## config.mk

```make
export PLATFORM = sky130hd
export DESIGN_NAME = note_feeder_flat
export DESIGN_NICKNAME = d
export VERILOG_FILES = /design/src/rtl/note_feeder_if.sv /design/src/rtl/note_feeder.sv /design/src/flat_wrapper.sv
export SDC_FILE = /design/constraint.sdc
export NUM_CORES = 1
export LEC_CHECK = 0
export CAP_MARGIN = 20
export CELL_PAD_IN_SITES_DETAIL_PLACEMENT = 1
export CELL_PAD_IN_SITES_GLOBAL_PLACEMENT = 1
export CORE_MARGIN = 5
export CORE_UTILIZATION = 36
export CTS_BUF_LIST = sky130_fd_sc_hd__clkbuf_8 sky130_fd_sc_hd__clkbuf_16
export CTS_CLUSTER_DIAMETER = 100
export DETAILED_ROUTE_END_ITERATION = 6
export HOLD_SLACK_MARGIN = 0.1
export PLACE_DENSITY_LB_ADDON = 0.1
export SLEW_MARGIN = 20
export SYNTH_ARGS = -nofsm -noshare
export SYNTH_HDL_FRONTEND = slang
export SYNTH_SLANG_ARGS = --single-unit
```

## constraint.sdc

```tcl
create_clock -name clk -period 4.7 [get_ports clk]
set_clock_uncertainty 0.2 [all_clocks]
set_input_delay 0.94 -clock clk [delete_from_list [all_inputs] [get_ports clk]]
set_output_delay 0.94 -clock clk [all_outputs]
set_load 0.005 [all_outputs]
```

## src/rtl/note_feeder_if.sv

```systemverilog
// Signal bundle between note_feeder and its environment: run control, chart ROM port,
// player hit events, and the scorer feedback loop.
interface note_feeder_if #(
    parameter int unsigned CLK_W  = 21,
    parameter int unsigned OCT_W  = 2,
    parameter int unsigned NOTE_W = 3,
    parameter int unsigned LEN_W  = 3,
    parameter int unsigned ADDR_W = 8
);
    localparam int unsigned ROM_W   = 1 + CLK_W + OCT_W + NOTE_W + LEN_W;
    localparam int unsigned SCORE_W = 21;

    // run control and time base
    logic                 start;
    logic                 abort;
    logic [CLK_W-1:0]     song_time;

    // chart ROM port
    logic                 rom_rd;
    logic [ADDR_W-1:0]    rom_addr;
    logic [ROM_W-1:0]     rom_data;

    // player events
    logic                 hit_valid;
    logic [OCT_W-1:0]     hit_octave;
    logic [NOTE_W-1:0]    hit_note;
    logic [LEN_W-1:0]     hit_length;

    // note pair presented to the scorer
    logic [CLK_W-1:0]     goal_time;
    logic [OCT_W-1:0]     goal_octave;
    logic [NOTE_W-1:0]    goal_note;
    logic [LEN_W-1:0]     goal_length;
    logic [CLK_W-1:0]     play_time;
    logic [OCT_W-1:0]     play_octave;
    logic [NOTE_W-1:0]    play_note;
    logic [LEN_W-1:0]     play_length;
    logic                 judge_valid;
    logic                 judge_miss;

    // scorer results and running state fed back to it
    logic [SCORE_W-1:0]   base_score_in;
    logic [SCORE_W-1:0]   combo_in;
    logic [SCORE_W-1:0]   last_combo;
    logic [SCORE_W-1:0]   now_cnt;
    logic [SCORE_W-1:0]   last_base_score;

    // status
    logic                 busy;
    logic                 done;

    modport slave (
        input  start, abort, song_time, rom_data,
        input  hit_valid, hit_octave, hit_note, hit_length,
        input  base_score_in, combo_in,
        output rom_rd, rom_addr,
        output goal_time, goal_octave, goal_note, goal_length,
        output play_time, play_octave, play_note, play_length,
        output judge_valid, judge_miss,
        output last_combo, now_cnt, last_base_score,
        output busy, done
    );

    modport master (
        output start, abort, song_time, rom_data,
        output hit_valid, hit_octave, hit_note, hit_length,
        output base_score_in, combo_in,
        input  rom_rd, rom_addr,
        input  goal_time, goal_octave, goal_note, goal_length,
        input  play_time, play_octave, play_note, play_length,
        input  judge_valid, judge_miss,
        input  last_combo, now_cnt, last_base_score,
        input  busy, done
    );
endinterface

```

## src/rtl/note_feeder.sv

```systemverilog
// Rhythm-game chart sequencer: walks a chart ROM in order, pairs each note with the
// player's hit (or a late miss), presents the pair to the scorer and accumulates its results.
module note_feeder #(
    parameter int unsigned CLK_W    = 21,
    parameter int unsigned OCT_W    = 2,
    parameter int unsigned NOTE_W   = 3,
    parameter int unsigned LEN_W    = 3,
    parameter int unsigned ADDR_W   = 8,
    parameter int unsigned MISS_WIN = 188
) (
    input  logic         clk,
    input  logic         rst_n,
    note_feeder_if.slave bus
);
    localparam int unsigned ROM_W    = 1 + CLK_W + OCT_W + NOTE_W + LEN_W;
    localparam int unsigned SCORE_W  = 21;
    localparam int unsigned NOTE_LSB = LEN_W;
    localparam int unsigned OCT_LSB  = LEN_W + NOTE_W;
    localparam int unsigned TIME_LSB = LEN_W + NOTE_W + OCT_W;

    localparam logic [SCORE_W-1:0] SCORE_MAX = '1;
    localparam logic [ADDR_W-1:0]  ADDR_LAST = '1;

    typedef enum logic [2:0] {
        S_IDLE,
        S_FETCH,
        S_WAIT,
        S_ARMED,
        S_JUDGE,
        S_DONE
    } state_t;

    state_t r_state;
    state_t w_state_nxt;

    // datapath enables decoded by the FSM
    logic w_clear;
    logic w_goal_ld;
    logic w_hit_ld;
    logic w_miss_ld;
    logic w_commit;
    logic w_addr_inc;
    logic w_busy_nxt;

    // chart entry fields
    logic                w_end_flag;
    logic [CLK_W-1:0]    w_rom_time;
    logic [OCT_W-1:0]    w_rom_octave;
    logic [NOTE_W-1:0]   w_rom_note;
    logic [LEN_W-1:0]    w_rom_length;
    logic                w_late;
    logic [SCORE_W:0]    w_score_sum;
    logic [SCORE_W-1:0]  w_score_nxt;
    logic [SCORE_W-1:0]  w_cnt_nxt;

    logic                r_rom_rd;
    logic [ADDR_W-1:0]   r_rom_addr;
    logic [CLK_W-1:0]    r_goal_time;
    logic [OCT_W-1:0]    r_goal_octave;
    logic [NOTE_W-1:0]   r_goal_note;
    logic [LEN_W-1:0]    r_goal_length;
    logic [CLK_W-1:0]    r_play_time;
    logic [OCT_W-1:0]    r_play_octave;
    logic [NOTE_W-1:0]   r_play_note;
    logic [LEN_W-1:0]    r_play_length;
    logic                r_judge_valid;
    logic                r_judge_miss;
    logic [SCORE_W-1:0]  r_last_combo;
    logic [SCORE_W-1:0]  r_now_cnt;
    logic [SCORE_W-1:0]  r_last_base_score;
    logic                r_busy;
    logic                r_done;

    assign w_end_flag   = bus.rom_data[ROM_W-1];
    assign w_rom_time   = bus.rom_data[TIME_LSB +: CLK_W];
    assign w_rom_octave = bus.rom_data[OCT_LSB +: OCT_W];
    assign w_rom_note   = bus.rom_data[NOTE_LSB +: NOTE_W];
    assign w_rom_length = bus.rom_data[LEN_W-1:0];

    // One extra bit keeps goal_time + MISS_WIN from wrapping near the top of song time.
    assign w_late = {1'b0, bus.song_time} >
                    ({1'b0, r_goal_time} + (CLK_W+1)'(MISS_WIN));

    assign w_score_sum = {1'b0, r_last_base_score} + {1'b0, bus.base_score_in};
    assign w_score_nxt = w_score_sum[SCORE_W] ? SCORE_MAX : w_score_sum[SCORE_W-1:0];
    assign w_cnt_nxt   = (r_now_cnt == SCORE_MAX) ? SCORE_MAX : r_now_cnt + SCORE_W'(1);

    assign w_busy_nxt = (w_state_nxt inside {S_FETCH, S_WAIT, S_ARMED, S_JUDGE});

    // state register
    always_ff @(posedge clk or negedge rst_n) begin
        if (!rst_n) begin
            r_state <= S_IDLE;
        end else begin
            r_state <= w_state_nxt;
        end
    end

    // next-state and datapath enables
    always_comb begin
        w_state_nxt = r_state;
        w_clear     = 1'b0;
        w_goal_ld   = 1'b0;
        w_hit_ld    = 1'b0;
        w_miss_ld   = 1'b0;
        w_commit    = 1'b0;
        w_addr_inc  = 1'b0;
        case (r_state)
            S_IDLE, S_DONE: begin
                if (bus.start) begin
                    w_clear     = 1'b1;
                    w_state_nxt = S_FETCH;
                end
            end
            S_FETCH: begin
                w_state_nxt = bus.abort ? S_IDLE : S_WAIT;
            end
            S_WAIT: begin
                if (bus.abort) begin
                    w_state_nxt = S_IDLE;
                end else begin
                    w_goal_ld   = 1'b1;
                    w_state_nxt = w_end_flag ? S_DONE : S_ARMED;
                end
            end
            S_ARMED: begin
                // a hit takes priority over an expiry in the same cycle
                if (bus.abort) begin
                    w_state_nxt = S_IDLE;
                end else if (bus.hit_valid) begin
                    w_hit_ld    = 1'b1;
                    w_state_nxt = S_JUDGE;
                end else if (w_late) begin
                    w_miss_ld   = 1'b1;
                    w_state_nxt = S_JUDGE;
                end
            end
            S_JUDGE: begin
                w_commit = 1'b1;
                if (bus.abort) begin
                    w_state_nxt = S_IDLE;
                end else if (r_rom_addr == ADDR_LAST) begin
                    w_state_nxt = S_DONE;
                end else begin
                    w_addr_inc  = 1'b1;
                    w_state_nxt = S_FETCH;
                end
            end
            default: begin
                w_state_nxt = S_IDLE;
            end
        endcase
    end

    // Strobes and status follow the state being entered so they coincide with it.
    always_ff @(posedge clk or negedge rst_n) begin
        if (!rst_n) begin
            r_rom_rd      <= 1'b0;
            r_judge_valid <= 1'b0;
            r_judge_miss  <= 1'b0;
            r_busy        <= 1'b0;
            r_done        <= 1'b0;
        end else begin
            r_rom_rd      <= (w_state_nxt == S_FETCH);
            r_judge_valid <= (w_state_nxt == S_JUDGE);
            r_judge_miss  <= w_miss_ld;
            r_busy        <= w_busy_nxt;
            r_done        <= (w_state_nxt == S_DONE);
        end
    end

    // chart address
    always_ff @(posedge clk or negedge rst_n) begin
        if (!rst_n) begin
            r_rom_addr <= '0;
        end else if (w_clear) begin
            r_rom_addr <= '0;
        end else if (w_addr_inc) begin
            r_rom_addr <= r_rom_addr + ADDR_W'(1);
        end
    end

    // goal note latched from the chart entry
    always_ff @(posedge clk or negedge rst_n) begin
        if (!rst_n) begin
            r_goal_time   <= '0;
            r_goal_octave <= '0;
            r_goal_note   <= '0;
            r_goal_length <= '0;
        end else if (w_goal_ld) begin
            r_goal_time   <= w_rom_time;
            r_goal_octave <= w_rom_octave;
            r_goal_note   <= w_rom_note;
            r_goal_length <= w_rom_length;
        end
    end

    // Played note: the player's hit, or for a miss an inverted goal note so it never matches.
    always_ff @(posedge clk or negedge rst_n) begin
        if (!rst_n) begin
            r_play_time   <= '0;
            r_play_octave <= '0;
            r_play_note   <= '0;
            r_play_length <= '0;
        end else if (w_hit_ld) begin
            r_play_time   <= bus.song_time;
            r_play_octave <= bus.hit_octave;
            r_play_note   <= bus.hit_note;
            r_play_length <= bus.hit_length;
        end else if (w_miss_ld) begin
            r_play_time   <= bus.song_time;
            r_play_octave <= r_goal_octave;
            r_play_note   <= ~r_goal_note;
            r_play_length <= r_goal_length;
        end
    end

    // running scorer state, committed at the end of each judgement
    always_ff @(posedge clk or negedge rst_n) begin
        if (!rst_n) begin
            r_last_combo      <= '0;
            r_now_cnt         <= '0;
            r_last_base_score <= '0;
        end else if (w_clear) begin
            r_last_combo      <= '0;
            r_now_cnt         <= '0;
            r_last_base_score <= '0;
        end else if (w_commit) begin
            r_last_combo      <= r_judge_miss ? '0 : bus.combo_in;
            r_now_cnt         <= w_cnt_nxt;
            r_last_base_score <= w_score_nxt;
        end
    end

    assign bus.rom_rd          = r_rom_rd;
    assign bus.rom_addr        = r_rom_addr;
    assign bus.goal_time       = r_goal_time;
    assign bus.goal_octave     = r_goal_octave;
    assign bus.goal_note       = r_goal_note;
    assign bus.goal_length     = r_goal_length;
    assign bus.play_time       = r_play_time;
    assign bus.play_octave     = r_play_octave;
    assign bus.play_note       = r_play_note;
    assign bus.play_length     = r_play_length;
    assign bus.judge_valid     = r_judge_valid;
    assign bus.judge_miss      = r_judge_miss;
    assign bus.last_combo      = r_last_combo;
    assign bus.now_cnt         = r_now_cnt;
    assign bus.last_base_score = r_last_base_score;
    assign bus.busy            = r_busy;
    assign bus.done            = r_done;

endmodule

```

## src/flat_wrapper.sv

```systemverilog
// flat-port wrapper written by rule: the top's interface ports become plain ports
module note_feeder_flat 
#(
    parameter int unsigned CLK_W    = 21,
    parameter int unsigned OCT_W    = 2,
    parameter int unsigned NOTE_W   = 3,
    parameter int unsigned LEN_W    = 3,
    parameter int unsigned ADDR_W   = 8,
    parameter int unsigned MISS_WIN = 188
)
  (clk, rst_n, bus_start, bus_abort, bus_song_time, bus_rom_data, bus_hit_valid, bus_hit_octave, bus_hit_note, bus_hit_length, bus_base_score_in, bus_combo_in, bus_rom_rd, bus_rom_addr, bus_goal_time, bus_goal_octave, bus_goal_note, bus_goal_length, bus_play_time, bus_play_octave, bus_play_note, bus_play_length, bus_judge_valid, bus_judge_miss, bus_last_combo, bus_now_cnt, bus_last_base_score, bus_busy, bus_done);
  note_feeder_if #(.CLK_W(CLK_W), .OCT_W(OCT_W), .NOTE_W(NOTE_W), .LEN_W(LEN_W), .ADDR_W(ADDR_W)) bus_i ();
  input  logic clk;
  input  logic rst_n;
  input wire logic [$bits(bus_i.start)-1:0] bus_start;
  input wire logic [$bits(bus_i.abort)-1:0] bus_abort;
  input wire logic [$bits(bus_i.song_time)-1:0] bus_song_time;
  input wire logic [$bits(bus_i.rom_data)-1:0] bus_rom_data;
  input wire logic [$bits(bus_i.hit_valid)-1:0] bus_hit_valid;
  input wire logic [$bits(bus_i.hit_octave)-1:0] bus_hit_octave;
  input wire logic [$bits(bus_i.hit_note)-1:0] bus_hit_note;
  input wire logic [$bits(bus_i.hit_length)-1:0] bus_hit_length;
  input wire logic [$bits(bus_i.base_score_in)-1:0] bus_base_score_in;
  input wire logic [$bits(bus_i.combo_in)-1:0] bus_combo_in;
  output wire logic [$bits(bus_i.rom_rd)-1:0] bus_rom_rd;
  output wire logic [$bits(bus_i.rom_addr)-1:0] bus_rom_addr;
  output wire logic [$bits(bus_i.goal_time)-1:0] bus_goal_time;
  output wire logic [$bits(bus_i.goal_octave)-1:0] bus_goal_octave;
  output wire logic [$bits(bus_i.goal_note)-1:0] bus_goal_note;
  output wire logic [$bits(bus_i.goal_length)-1:0] bus_goal_length;
  output wire logic [$bits(bus_i.play_time)-1:0] bus_play_time;
  output wire logic [$bits(bus_i.play_octave)-1:0] bus_play_octave;
  output wire logic [$bits(bus_i.play_note)-1:0] bus_play_note;
  output wire logic [$bits(bus_i.play_length)-1:0] bus_play_length;
  output wire logic [$bits(bus_i.judge_valid)-1:0] bus_judge_valid;
  output wire logic [$bits(bus_i.judge_miss)-1:0] bus_judge_miss;
  output wire logic [$bits(bus_i.last_combo)-1:0] bus_last_combo;
  output wire logic [$bits(bus_i.now_cnt)-1:0] bus_now_cnt;
  output wire logic [$bits(bus_i.last_base_score)-1:0] bus_last_base_score;
  output wire logic [$bits(bus_i.busy)-1:0] bus_busy;
  output wire logic [$bits(bus_i.done)-1:0] bus_done;
  assign bus_i.start = bus_start;
  assign bus_i.abort = bus_abort;
  assign bus_i.song_time = bus_song_time;
  assign bus_i.rom_data = bus_rom_data;
  assign bus_i.hit_valid = bus_hit_valid;
  assign bus_i.hit_octave = bus_hit_octave;
  assign bus_i.hit_note = bus_hit_note;
  assign bus_i.hit_length = bus_hit_length;
  assign bus_i.base_score_in = bus_base_score_in;
  assign bus_i.combo_in = bus_combo_in;
  assign bus_rom_rd = bus_i.rom_rd;
  assign bus_rom_addr = bus_i.rom_addr;
  assign bus_goal_time = bus_i.goal_time;
  assign bus_goal_octave = bus_i.goal_octave;
  assign bus_goal_note = bus_i.goal_note;
  assign bus_goal_length = bus_i.goal_length;
  assign bus_play_time = bus_i.play_time;
  assign bus_play_octave = bus_i.play_octave;
  assign bus_play_note = bus_i.play_note;
  assign bus_play_length = bus_i.play_length;
  assign bus_judge_valid = bus_i.judge_valid;
  assign bus_judge_miss = bus_i.judge_miss;
  assign bus_last_combo = bus_i.last_combo;
  assign bus_now_cnt = bus_i.now_cnt;
  assign bus_last_base_score = bus_i.last_base_score;
  assign bus_busy = bus_i.busy;
  assign bus_done = bus_i.done;
  note_feeder #(.CLK_W(CLK_W), .OCT_W(OCT_W), .NOTE_W(NOTE_W), .LEN_W(LEN_W), .ADDR_W(ADDR_W), .MISS_WIN(MISS_WIN)) u_core (.clk(clk), .rst_n(rst_n), .bus(bus_i));
endmodule
```

# --- Word level (Yosys, flattened, before mapping) ---
# Index checks and enable logic that the tools add are counted.
totals:
  elab_cells: 86
  register_bits: 137
op_classes:
  mux: 44
  n_lt_le_gt_ge: 1
  reduce_logical: 6
  n_addsub: 4
  n_eq_ne: 12
  bitwise_logic: 1
op_table:
  columns: ["operator", "count"]
  rows:
  - ["$mux W21", 11]
  - ["$mux W3", 12]
  - ["$add A21 B21 Y22", 1]
  - ["$add A21 B8 Y22 const B", 1]
  - ["$gt A21 B22 Y1", 1]
  - ["$add A21 B1 Y21 const B", 1]
  - ["$eq A21 B21 Y1 const B", 1]
  - ["$mux W8", 2]
  - ["$mux W1", 15]
  - ["$pmux W3 S5", 1]
  - ["$eq A3 B2 Y1 const B", 4]
  - ["$eq A3 B3 Y1 const B", 4]
  - ["$add A8 B1 Y8 const B", 1]
  - ["$eq A8 B8 Y1 const B", 1]
  - ["$eq A3 B1 Y1 const B", 2]
  - ["$mux W2", 3]
  - ["$reduce_bool A2 Y1", 3]
  - ["$reduce_bool A4 Y1", 1]
  - ["$logic_not A3 Y1", 1]
  - ["$not A3 Y3", 1]
  - ["$reduce_or A2 Y1", 1]

# --- Depth between registers and ports, before layout ---
# Gate-level depths: netlist (run 1).
logic_depth:
  ltp_word: 8
  ltp_mapped: 17

# --- Least setup slack after synthesis (run 1) ---
# OpenSTA, ideal clock, no wires.
synth_path:
  kind: "register to register"
  start: "reg u_core.r_goal_time[5], in the netlist u_core.bus.goal_time[5]"
  end: "reg u_core.r_play_time[10], in the netlist u_core.bus.play_time[10]"
  stages_incl_launch_ff: 16
  required_ps: 4375
  path_slack_ps: 1127
  t_arrival_ps: 3248
  cell_sequence: "dfrtp_1 -> o41ai_2 -> nand2b_1 -> and4_4 -> buf_6 -> nand3_1 -> xor2_1 -> ha_1 -> nand4_1 -> nor4_1 -> o2bb2ai_1 -> a31oi_4 -> and2_4 -> o21ai_4 -> buf_6 -> mux2_4"
synth_via:
  elab_chain_len: 7
synth_rtl:
  columns: ["element", "line", "source"]
  rows:
  - ["from (decl)", "note_feeder.sv:58", "logic [CLK_W-1:0] r_goal_time;"]
  - ["from (signal assigned)", "note_feeder.sv:191", "r_goal_time <= w_rom_time;"]
  - ["$add A21 B8 Y22", "note_feeder.sv:82", "({1'b0, r_goal_time} + (CLK_W+1)'(MISS_WIN));"]
  - ["$gt A21 B22 Y1", "note_feeder.sv:81", "assign w_late = {1'b0, bus.song_time} >"]
  - ["$mux W1", "note_feeder.sv:133", "end else if (w_late) begin"]
  - ["$mux W1", "note_feeder.sv:130", "end else if (bus.hit_valid) begin"]
  - ["$mux W1", "note_feeder.sv:128", "if (bus.abort) begin"]
  - ["$mux W1", "note_feeder.sv:108", "case (r_state)"]
  - ["$reduce_bool A2 Y1 (no line)", null, null]
  - ["to (signal assigned)", "note_feeder.sv:206", "r_play_time <= bus.song_time;"]
  - ["to (signal assigned)", "note_feeder.sv:211", "r_play_time <= bus.song_time;"]
  - ["to (decl)", "note_feeder.sv:62", "logic [CLK_W-1:0] r_play_time;"]
# Every way passes these cells.
# A chain may end at the register's enable or synchronous reset.

# --- Final worst setup path (run 1) ---
layout_path:
  start: "reg u_core.r_goal_time[2], in the netlist u_core.bus.goal_time[2]"
  end: "reg u_core.r_play_time[2], in the netlist u_core.bus.play_time[2]"
# The elaborated chain is that of the path after synthesis.

==> metrics.md, run 1 <==
| Metric | Value |
|---|---|
| Via count | `roughly 6600` |
| Rel. slew slack | `around two fifths` |
| CTS tree | `done` |
| # setup viols final | `0` |
| Max Cap Violations | `0` |
| Detailed Routing Iterations Pass 1 | `4` |
| Peak VDD IR | `approximately 0.29 mV` |
| Antenna violations before repair | `2` |
| WL final | `around 25000 um` |
| Synth Instances | `~700` |
| RSZ-0062 raised after global routing | `false` |
| Starting density of the core | `36.8%` |
| Startpoint Class | `register` |
| CP endpoint kind | `register` |
| Die height | `between 150 and 200 um` |
| Clock tree buffer depth | `2` |
| Fin. max-slew vios | `0` |
| Pwr per Cell Area | `~600 nW/um^2` |
| H-tree levels | `4` |
| Count leader, synth | `dfrtp_1` |
| Die W | `between 150 and 200 um` |
| Mapped Avg Cell Area | `between 10 and 15 um^2` |
| Final Hold Violating Endpoints | `0` |
| # clock sinks | `137` |
| Root Buffer | `clkbuf_16` |
| Placer Congestion | `around 0.81` |
| I/O pins | `240` |
| Num rows | `between 50 and 60` |
| Largest net degree at the start of global routing | `95` |
| Arrival time at the worst endpoint | `4320 ps` |
| Crit Path Max Fanout | `13` |
| Status | `completed` |
| Vias in the first global route | `between 7000 and 8000` |
| First-pass GRT wire length | `39800 um` |
| Filler Cell Count | `between 2000 and 2500` |
| GRT Util Overall | `between 20% and 30%` |
| Placed Area | `10200 um^2` |
| Die area | `roughly 24000 um^2` |
| Layout area overhead | `44.5%` |
| DRT iter0 DRCs | `around 210` |
| Post-synth cell types | `66` |
| Synth Register Bits | `around 140` |
| FF-to-FF path depth | `17` |
| Drt wl/cell | `20.1 um` |
| CP peak stage delay | `roughly 430 ps` |
| Tightest Hold Check Type | `reg2reg` |
| Final HPWL DP | `18500 um` |
| Post-CTS sizing | `0` |
| Core footprint | `between 20000 and 25000 um^2` |
| Cell taking the most area after synthesis | `dfrtp_1` |
| Post-synth EDFFs | `0` |
| Worst hold slack | `302 ps` |
| Grt ovf | `0` |
| Drt via density | `5.40` |
| Worst-path clk slew | `60 ps` |
| Slowest cell on the critical path | `dfrtp_1` |
| Setup CP Type | `reg2reg` |
| Area share of the largest cell type after synthesis | `a little under half` |
| Warnings, synthesis | `0` |
| Final nets | `1100` |
| Hold depth | `1` |
| Worst-Margin Slew | `slightly above 900 ps` |
| Final ANT Viol Nets | `0` |
| Leakage power | `4.68 nW` |
| PortBufs | `about 240` |
| ANT cells | `0` |
| Clock Latency Late Sink | `approximately 430 ps` |
| Final TNS setup | `0 ps` |
| Fin area | `around 11000 um^2` |
| Ys flop type | `dfrtp_1` |
| Critical Path RT | `4810 ps` |
| Final period util | `89.6%` |
| Post-CTS Setup Bufs | `0` |
| Seq/Total Area, Yosys | `45.9%` |
| CP Cell Sequence | `inv_1 > ha_1 > nand2_1 > a21oi_1 > nor2_1 > nand2_1 > nor2_1 > xnor2_1 > ha_1 > nand4_1 > nor4_1 > o2bb2ai_1 > a31oi_4 > and2_4 > o21ai_4 > buf_4 > mux2_2` |
| Hold_buf cts | `0` |
| Top cells by area, synth | `dfrtp_1 (46%), ha_1 (7.5%), a21oi_1 (6.0%)` |
| Fin crit period | `4210 ps` |
| Synth cell count leaders | `dfrtp_1 (137), a21oi_1 (90), ha_1 (45)` |
| Synthesized cell area | `7460 um^2` |
| Layout cells sized above 1 | `between 10% and 20%` |
| Fmax | `238 MHz` |
| Mapped Nets | `~860` |
| Ys async rst share | `100%` |
| Drc violations | `0` |
| Num CTS Buffers | `17` |
-- critical path: cells and delay by family (launching register included) --
family,cells,cell delay [ps]
and+or+nand+nor,7,1420
AOI/OAI and AO/OA,4,770
xor gates and xnor gates,1,90
adders and majority gates,2,530
buffers and inverters,2,310
DFF,1,430
muxes,1,330
-- metal layers --
metal  GRT usage (%)  share of wire [%]  vias to the layer above
met3            8.12                7.1                       43
met4            6.27                2.1                        4
met5               0               0.13                        -
met2            35.3                 50                      160
li1                -                  -                     3115
met1            24.1                 41                     3325
-- flip-flops by register name (all words and copies together), names as in the netlist --
name,cells
u_core.bus.busy,1
u_core.bus.done,1
u_core.bus.goal_length,3
u_core.bus.goal_note,3
u_core.bus.goal_octave,2
u_core.bus.goal_time,21
u_core.bus.judge_miss,1
u_core.bus.judge_valid,1
u_core.bus.last_base_score,21
u_core.bus.last_combo,21
u_core.bus.now_cnt,21
u_core.bus.play_length,3
u_core.bus.play_note,3
u_core.bus.play_octave,2
u_core.bus.play_time,21
u_core.bus.rom_addr,8
u_core.bus.rom_rd,1
u_core.r_state,3
-- final cells by class --
type	count	area, um^2	area share, %
tap	270	338	3.13
sequential	137	3430	31.8
inverter	21	78.8	0.731
clock buffer	19	453	4.20
multi-input combinational	521	3830	35.5
timing repair buffer	250	2490	23.1
clock inverter	13	166	1.54
-- worst paths after layout --
kind	start	to	slack (ps)
max in group asynchronous	rst_n	u_core.bus.last_combo[13]$_DFFE_PN0P_	3000
min reg2reg	u_core.bus.last_combo[16]$_DFFE_PN0P_	u_core.bus.last_combo[16]$_DFFE_PN0P_	300
max	u_core.bus.goal_time[2]$_DFFE_PN0P_	u_core.bus.play_time[2]$_DFFE_PN0P_	490
max reg2reg	u_core.bus.goal_time[2]$_DFFE_PN0P_	u_core.bus.play_time[2]$_DFFE_PN0P_	490
min in group asynchronous	rst_n	u_core.bus.now_cnt[20]$_DFFE_PN0P_	390
min	u_core.bus.last_combo[16]$_DFFE_PN0P_	u_core.bus.last_combo[16]$_DFFE_PN0P_	300
-- per-stage QoR --
step	setup WS [ps]	instances	util, %	power, W
2_1_floorplan	1130	707	-	0.00347
3_3_place_gp	637	1199	50.1	0.00482
3_5_place_dp	510	1199	50.1	0.00494
4_1_cts	473	1231	53.1	0.00642
5_1_grt	241	1231	53.1	0.00679
6_report	490	1231	53.1	0.00634
-- placed cells by master (no fill, tap or decap), types with 3 or more instances in the layout --
cell type,instances
nand4_1,12
nand2b_1,7
a41oi_1,4
xnor2_1,15
buf_4,10
o211ai_1,4
nand3_1,20
a21o_1,6
a31oi_1,10
clkdlybuf4s50_1,238
mux2_4,17
clkinv_4,3
nor3_1,9
and4_1,8
mux2_2,26
o21ai_0,27
o211a_1,3
o21a_1,9
clkbuf_16,17
or3_1,3
a311oi_1,4
a22o_1,21
bufinv_16,3
o22ai_1,18
and3_1,11
inv_1,21
a21oi_1,90
ha_1,45
nand2_1,42
a211o_1,4
inv_6,3
xor2_1,22
nor2_1,39
dfrtp_1,137
and2_1,4
-- power by group --
group	total (W)	leakage [nW]	internal (W)	switching [W]
sequential	0.00199	1.81	0.00158	0.000408
combinational	0.00293	2.56	0.00161	0.00132
clock	0.00142	0.302	0.000868	0.000553
total	0.00634	4.68	0.00406	0.00229
-- logic make-up (layout without fill, tap and decap cells) --
group	Yosys count	count (layout)	share of synthesized area, %
muxes	44	44	7.48
DFF	137	137	45.9
and+or+nand+nor	172	172	11.8
buffers and inverters	49	303	2.93
adders and majority gates	46	46	7.81
xor gates and xnor gates	37	37	4.34
AOI/OAI and AO/OA	222	222	19.7
No activity file was read; power rests on OpenSTA's default activity.
==> run 2: changes to the inputs <==
Settings changed: CORE_UTILIZATION 36 to 38, CTS_CLUSTER_DIAMETER 100 to not set, SKIP_CTS_REPAIR_TIMING set to 1.
Clock period 4.7 ns to 5.5 ns, I/O delays scaled along.
==> run 2 against run 1 <==
Setup slack improved by 650 ps; sequential cell count unchanged; power shrank 16%; sequential share of layout area is 0.21 points higher; combinational power decreased by 15%; design area down 0.65%; die area shrank 4.9%; wire length down 0.48%; via count shrank 0.53%; first-iteration DRC count is 7.5% lower; non-clock buffer count down 5.
==> metrics.md, run 2 (synthesized netlist as in run 1, its figures left out) <==
| Metric | Value |
|---|---|
| Status | `completed` |
| Layout area overhead | `43.6%` |
| Switching power of the nets | `0.00192 W` |
| PortBufs | `about 240` |
| Filler Cell Count | `between 2000 and 2500` |
| Fin. max-slew vios | `0` |
| Placer Congestion | `0.863` |
| Critical Path RT | `roughly 5600 ps` |
| Core footprint | `approximately 19000 um^2` |
| GRT Util Overall | `21.8%` |
| Num CTS Buffers | `17` |
| Vias in the first global route | `7406` |
| Drt wl/cell | `roughly 20 um` |
| Seq pwr share | `between 30% and 40%` |
| CP endpoint kind | `register` |
| RSZ-0062 raised after global routing | `false` |
| First-pass GRT wire length | `between 30000 and 40000 um` |
| Tightest Hold Check Type | `reg2reg` |
| Final TNS setup | `0 ps` |
| Layout cells sized above 1 | `9.83%` |
| Busiest grt layer | `met2` |
| Leakage power | `about 4.6 nW` |
| Die height | `150 um` |
| H-tree levels | `4` |
| # clock sinks | `roughly 140` |
| ANT cells | `0` |
| Final nets | `~1100` |
| Placed Area | `slightly above 10000 um^2` |
| Grt ovf | `0` |
| CTS tree | `done` |
| Num rows | `between 50 and 60` |
| Starting density of the core | `38.5%` |
| P_int | `around 0.0034 W` |
| Peak VDD IR | `roughly 0.25 mV` |
| CP peak stage delay | `roughly 480 ps` |
| Largest net degree at the start of global routing | `slightly below 100` |
| Combinational fraction of design power | `~47%` |
| Sw frac | `between 30% and 40%` |
| DRT iter0 DRCs | `around 200` |
| I/O pins | `240` |
| Slowest cell on the critical path | `nor4_1` |
| Clock tree buffer depth | `2` |
| Max Cap Violations | `0` |
| Most frequent cells in the layout | `clkdlybuf4s50_1 (238), dfrtp_1 (137), a21oi_1 (90)` |
| Rel. slew slack | `37.9%` |
| Placed Cells | `roughly 1200` |
| Clock power frac | `between 20% and 30%` |
| Via count | `between 6000 and 7000` |
| Clock Latency Late Sink | `between 400 and 500 ps` |
| Met3 Use GR | `roughly 7.1%` |
| CP Cell Sequence | `inv_1 > ha_1 > nand2_1 > a21oi_1 > nor2_1 > nand2_1 > nor2_1 > xnor2_1 > ha_1 > nand4_1 > nor4_1 > o2bb2ai_1 > a31oi_4 > and2_4 > o21ai_4 > buf_4 > mux2_2` |
| Worst-path clk slew | `roughly 50 ps` |
| Worst-Margin Slew | `a little over 900 ps` |
| Arrival time at the worst endpoint | `about 4500 ps` |
| Fmax | `between 200 and 250 MHz` |
| Antenna violations before repair | `2` |
| Final cell count without fillers | `1221` |
| Multi-input gate area | `around 3800 um^2` |
| Startpoint Class | `register` |
| Die area | `22500 um^2` |
| Final ANT Viol Nets | `0` |
| GRT met1 Usage | `between 20 and 25%` |
| Final HPWL DP | `18300 um` |
| Drt via density | `5.42` |
| Fin area | `10700 um^2` |
| Final Hold Violating Endpoints | `0` |
| Most common cell after layout, fill and taps aside | `clkdlybuf4s50_1` |
| Detailed Routing Iterations Pass 1 | `4` |
| Pwr per Cell Area | `approximately 500 nW/um^2` |
| WL final | `~25000 um` |
| Die W | `150 um` |
| Setup CP Type | `reg2reg` |
| Drc violations | `0` |
| Pwr Total | `around 0.0054 W` |
| Root Buffer | `clkbuf_16` |
| Final period util | `between 70% and 80%` |
| FF/Latch Area | `approximately 3400 um^2` |
| Crit Path Max Fanout | `24` |
| GR Util met2 | `39.0%` |
| # setup viols final | `0` |
| Fin crit period | `between 4000 and 5000 ps` |
[run 2: changes by cell type in the layout (fill, tap and decap cells not counted), sizes merged]
cell	before	now
clkinv	5	3
clkinvlp	2	4
buf	12	7
bufinv	3	2
clkbuf	19	21
inv	24	23
[run 2: power groups by stage]
stage	Clock, W	Combinational (W)	Sequential (W)
after floorplan	0	0.00132	0.00165
after global placement	0	0.00241	0.00169
after detailed placement	0	0.00249	0.00170
after CTS	0.00119	0.00252	0.00170
after global routing	0.00123	0.00273	0.00175
final	0.00116	0.00249	0.00170
[run 2: critical path, delay by kind of cell (launching register included)]
kind	cells	cell delay, ps
xor+xnor	1	110
simple gates	7	1540
fa+ha+maj	2	550
compound gates	4	520
flops	1	430
buf+inv	2	490
mux	1	380
[run 2: path summary, 6_finish.rpt]
| path | from | to | slack, ps | cells past startpoint |
|---|---|---|---|---|
| min in group asynchronous | rst_n | u_core.bus.goal_time[12]$_DFFE_PN0P_ | 560 | 1 |
| setup reg to reg | u_core.bus.goal_time[2]$_DFFE_PN0P_ | u_core.bus.play_time[3]$_DFFE_PN0P_ | 1140 | 17 |
| max in group asynchronous | rst_n | u_core.bus.last_base_score[5]$_DFFE_PN0P_ | 3390 | 2 |
| hold / removal | u_core.bus.play_time[2]$_DFFE_PN0P_ | u_core.bus.play_time[2]$_DFFE_PN0P_ | 300 | 1 |
| hold reg to reg | u_core.bus.play_time[2]$_DFFE_PN0P_ | u_core.bus.play_time[2]$_DFFE_PN0P_ | 300 | 1 |
| setup / recovery | u_core.bus.goal_time[2]$_DFFE_PN0P_ | u_core.bus.play_time[3]$_DFFE_PN0P_ | 1140 | 17 |
[run 2: area by class of cell]
class	count	area share, %
clock buffer	21	4.48
clock inverter	11	1.12
inverter	21	0.736
multi-input combinational	521	35.8
sequential	137	32.0
tap	265	3.09
timing repair buffer	245	22.8
[run 2: per-stage QoR]
step | utilization, % | hold slack, ps | setup slack, ps
5_1_grt | 55.2 | 330 | 872
3_5_place_dp | 52.1 | 297 | 1180
2_1_floorplan | - | 288 | 1930
6_report | 55.2 | 303 | 1140
4_1_cts | 55.2 | 308 | 1130
3_3_place_gp | 52.1 | 288 | 1380
[run 2: metal layers]
metal | vias to the layer above | wire length (um)
met3 | 39 | 1550
met4 | 4 | 532
met2 | 156 | 12800
li1 | 3104 | -
met1 | 3309 | 9730
met5 | - | 32
==> run 3: changes to the inputs <==
Settings changed: CORE_UTILIZATION 38 to 32.
Clock period 5.5 ns to 3.8 ns, I/O delays scaled along.
==> run 3 against run 2 <==
Die area is 17% higher; count of clock-buffer cells in the layout is 3 lower; critical path depth is 4 lower; via count is 1.0% lower; sequential power is 42% higher; sequential cell count stayed put; sequential share of layout area is 0.72 points lower; largest cell class unchanged; setup slack worse by 890 ps; clock power is 46% higher; register-to-register slack worse by 890 ps.
==> metrics.md, run 3 (synthesized netlist as in run 1, its figures left out) <==
| Metric | Value |
|---|---|
| Final nets | `~1100` |
| Grt ovf | `0` |
| Post-Place Worst Slack | `about 62 ps` |
| Final TNS setup | `0 ps` |
| # clock sinks | `around 140` |
| Slowest cell on the critical path | `dfrtp_1` |
| Die W | `around 160 um` |
| Placer Congestion | `~0.80` |
| Most frequent cells in the layout | `clkdlybuf4s50_1 (238), dfrtp_1 (137), a21oi_1 (89)` |
| Critical Path RT | `3910 ps` |
| CP endpoint kind | `register` |
| Final HPWL DP | `approximately 18000 um` |
| Core footprint | `~23000 um^2` |
| Clock Latency Late Sink | `about 430 ps` |
| Rel. slew slack | `between 30% and 40%` |
| CP bufs+invs | `1` |
| WL final | `between 20000 and 25000 um` |
| Num CTS Buffers | `17` |
| Max Cap Violations | `0` |
| Vias in the first global route | `7105` |
| Largest delay share family, worst path | `simple AND/OR/NAND/NOR gates` |
| Layout cells sized above 1 | `between 10% and 20%` |
| DRT iter0 DRCs | `199` |
| H-tree levels | `4` |
| I/O pins | `between 200 and 250` |
| Root Buffer | `clkbuf_16` |
| Post-layout util | `about half` |
| Final period util | `between 90% and 100%` |
| Worst r2r dst | `u_core.bus.play_time[3]$_DFFE_PN0P_` |
| Final cell count without fillers | `~1300` |
| Arrival time at the worst endpoint | `about 3700 ps` |
| Final ANT Viol Nets | `0` |
| Layout area overhead | `46.9%` |
| Worst-Margin Slew | `968 ps` |
| Antenna violations before repair | `2` |
| Drt via density | `a little over 5` |
| Clock tree buffer depth | `2` |
| Die area | `about 26000 um^2` |
| FF-to-FF path depth | `13` |
| Setup CP Type | `reg2reg` |
| PortBufs | `239` |
| Detailed Routing Iterations Pass 1 | `4` |
| Worst-path clk slew | `about 70 ps` |
| Drt wl/cell | `approximately 19 um` |
| Worst setup path end | `u_core.bus.play_time[3]$_DFFE_PN0P_` |
| Most common cell after layout, fill and taps aside | `clkdlybuf4s50_1` |
| Largest net degree at the start of global routing | `between 70 and 80` |
| GRT Util Overall | `a little under a fifth` |
| Via count | `around 6500` |
| CP Cell Sequence | `o41ai_2 > nand2b_1 > and4_4 > xnor2_1 > ha_1 > nand4_1 > nor4_4 > o2bb2ai_2 > a31oi_4 > and2_4 > o21ai_4 > buf_12 > mux2_2` |
| Fmax | `around 280 MHz` |
| Total stage count of the critical path | `13` |
| Worst R2R Setup Slack | `250 ps` |
| Pwr Total | `slightly below 0.008 W` |
| Final worst setup slack | `248 ps` |
| First-pass GRT wire length | `39400 um` |
| Final Hold Violating Endpoints | `0` |
| # setup viols final | `0` |
| Crit path from | `u_core.bus.goal_time[4]$_DFFE_PN0P_` |
| Num rows | `55` |
| Die height | `163 um` |
| CP peak stage delay | `approximately 450 ps` |
| Leakage power | `between 4 and 5 nW` |
| Fin crit period | `3550 ps` |
| Drc violations | `0` |
| Status | `completed` |
| Fin. max-slew vios | `0` |
| Peak VDD IR | `approximately 0.33 mV` |
| RSZ-0062 raised after global routing | `false` |
| Starting density of the core | `32.8%` |
| Tightest Hold Check Type | `in2async` |
| Crit Path Max Fanout | `12` |
| R2R Path Start | `u_core.bus.goal_time[4]$_DFFE_PN0P_` |
| CTS tree | `done` |
| Pwr per Cell Area | `just over 700 nW/um^2` |
| Placed Cells | `between 1000 and 1500` |
| Startpoint Class | `register` |
==> run 3: worst min-delay path by stage <==
stage                                            endpoint  slack (ps)  depth (start not counted)
floorplan                       u_core.bus.busy$_DFF_PN0_         260                          0
global placement    u_core.bus.last_combo[15]$_DFFE_PN0P_         290                          1
detailed placement   u_core.bus.last_combo[3]$_DFFE_PN0P_         290                          1
CTS                    u_core.bus.now_cnt[20]$_DFFE_PN0P_         160                          1
global route           u_core.bus.now_cnt[20]$_DFFE_PN0P_         190                          1
finish                 u_core.bus.now_cnt[20]$_DFFE_PN0P_         150                          1
==> run 3: power by group <==
part | leakage, nW | internal [W] | switching, W
clock network | 0.290 | 0.000949 | 0.000744
registers | 1.81 | 0.00195 | 0.000458
logic | 2.66 | 0.00206 | 0.00163
total | 4.76 | 0.00496 | 0.00284
==> run 3: layout make-up <==
class                      count  area [um^2]
clock inverter                14          149
antenna                        1         2.50
timing repair buffer         265         2610
multi-input combinational    521         3860
tap                          313          392
fill                        2494        11800
clock buffer                  18          439
inverter                      21         78.8
sequential                   137         3430
==> run 3: metal layers <==
layer	GRT usage, %	wire length [um]
met1	23.1	10500
met2	31.0	11800
met3	7.44	1850
met4	3.66	235
met5	0	11
==> run 3: worst reg2reg max path, cell delays in order, from the launching register on <==
cell       delay (ps)
dfrtp_1           450
o41ai_2           370
nand2b_1          150
and4_4            260
xnor2_1           130
ha_1              320
nand4_1           210
nor4_4            310
o2bb2ai_2         160
a31oi_4            50
and2_4            160
o21ai_4           180
buf_12            170
mux2_2            340
==> run 3: through the flow <==
step	area, um^2	hold WS [ps]
2_1_floorplan	7460	264
3_3_place_gp	10300	288
3_5_place_dp	10300	290
4_1_cts	10900	165
5_1_grt	11000	191
6_report	11000	150
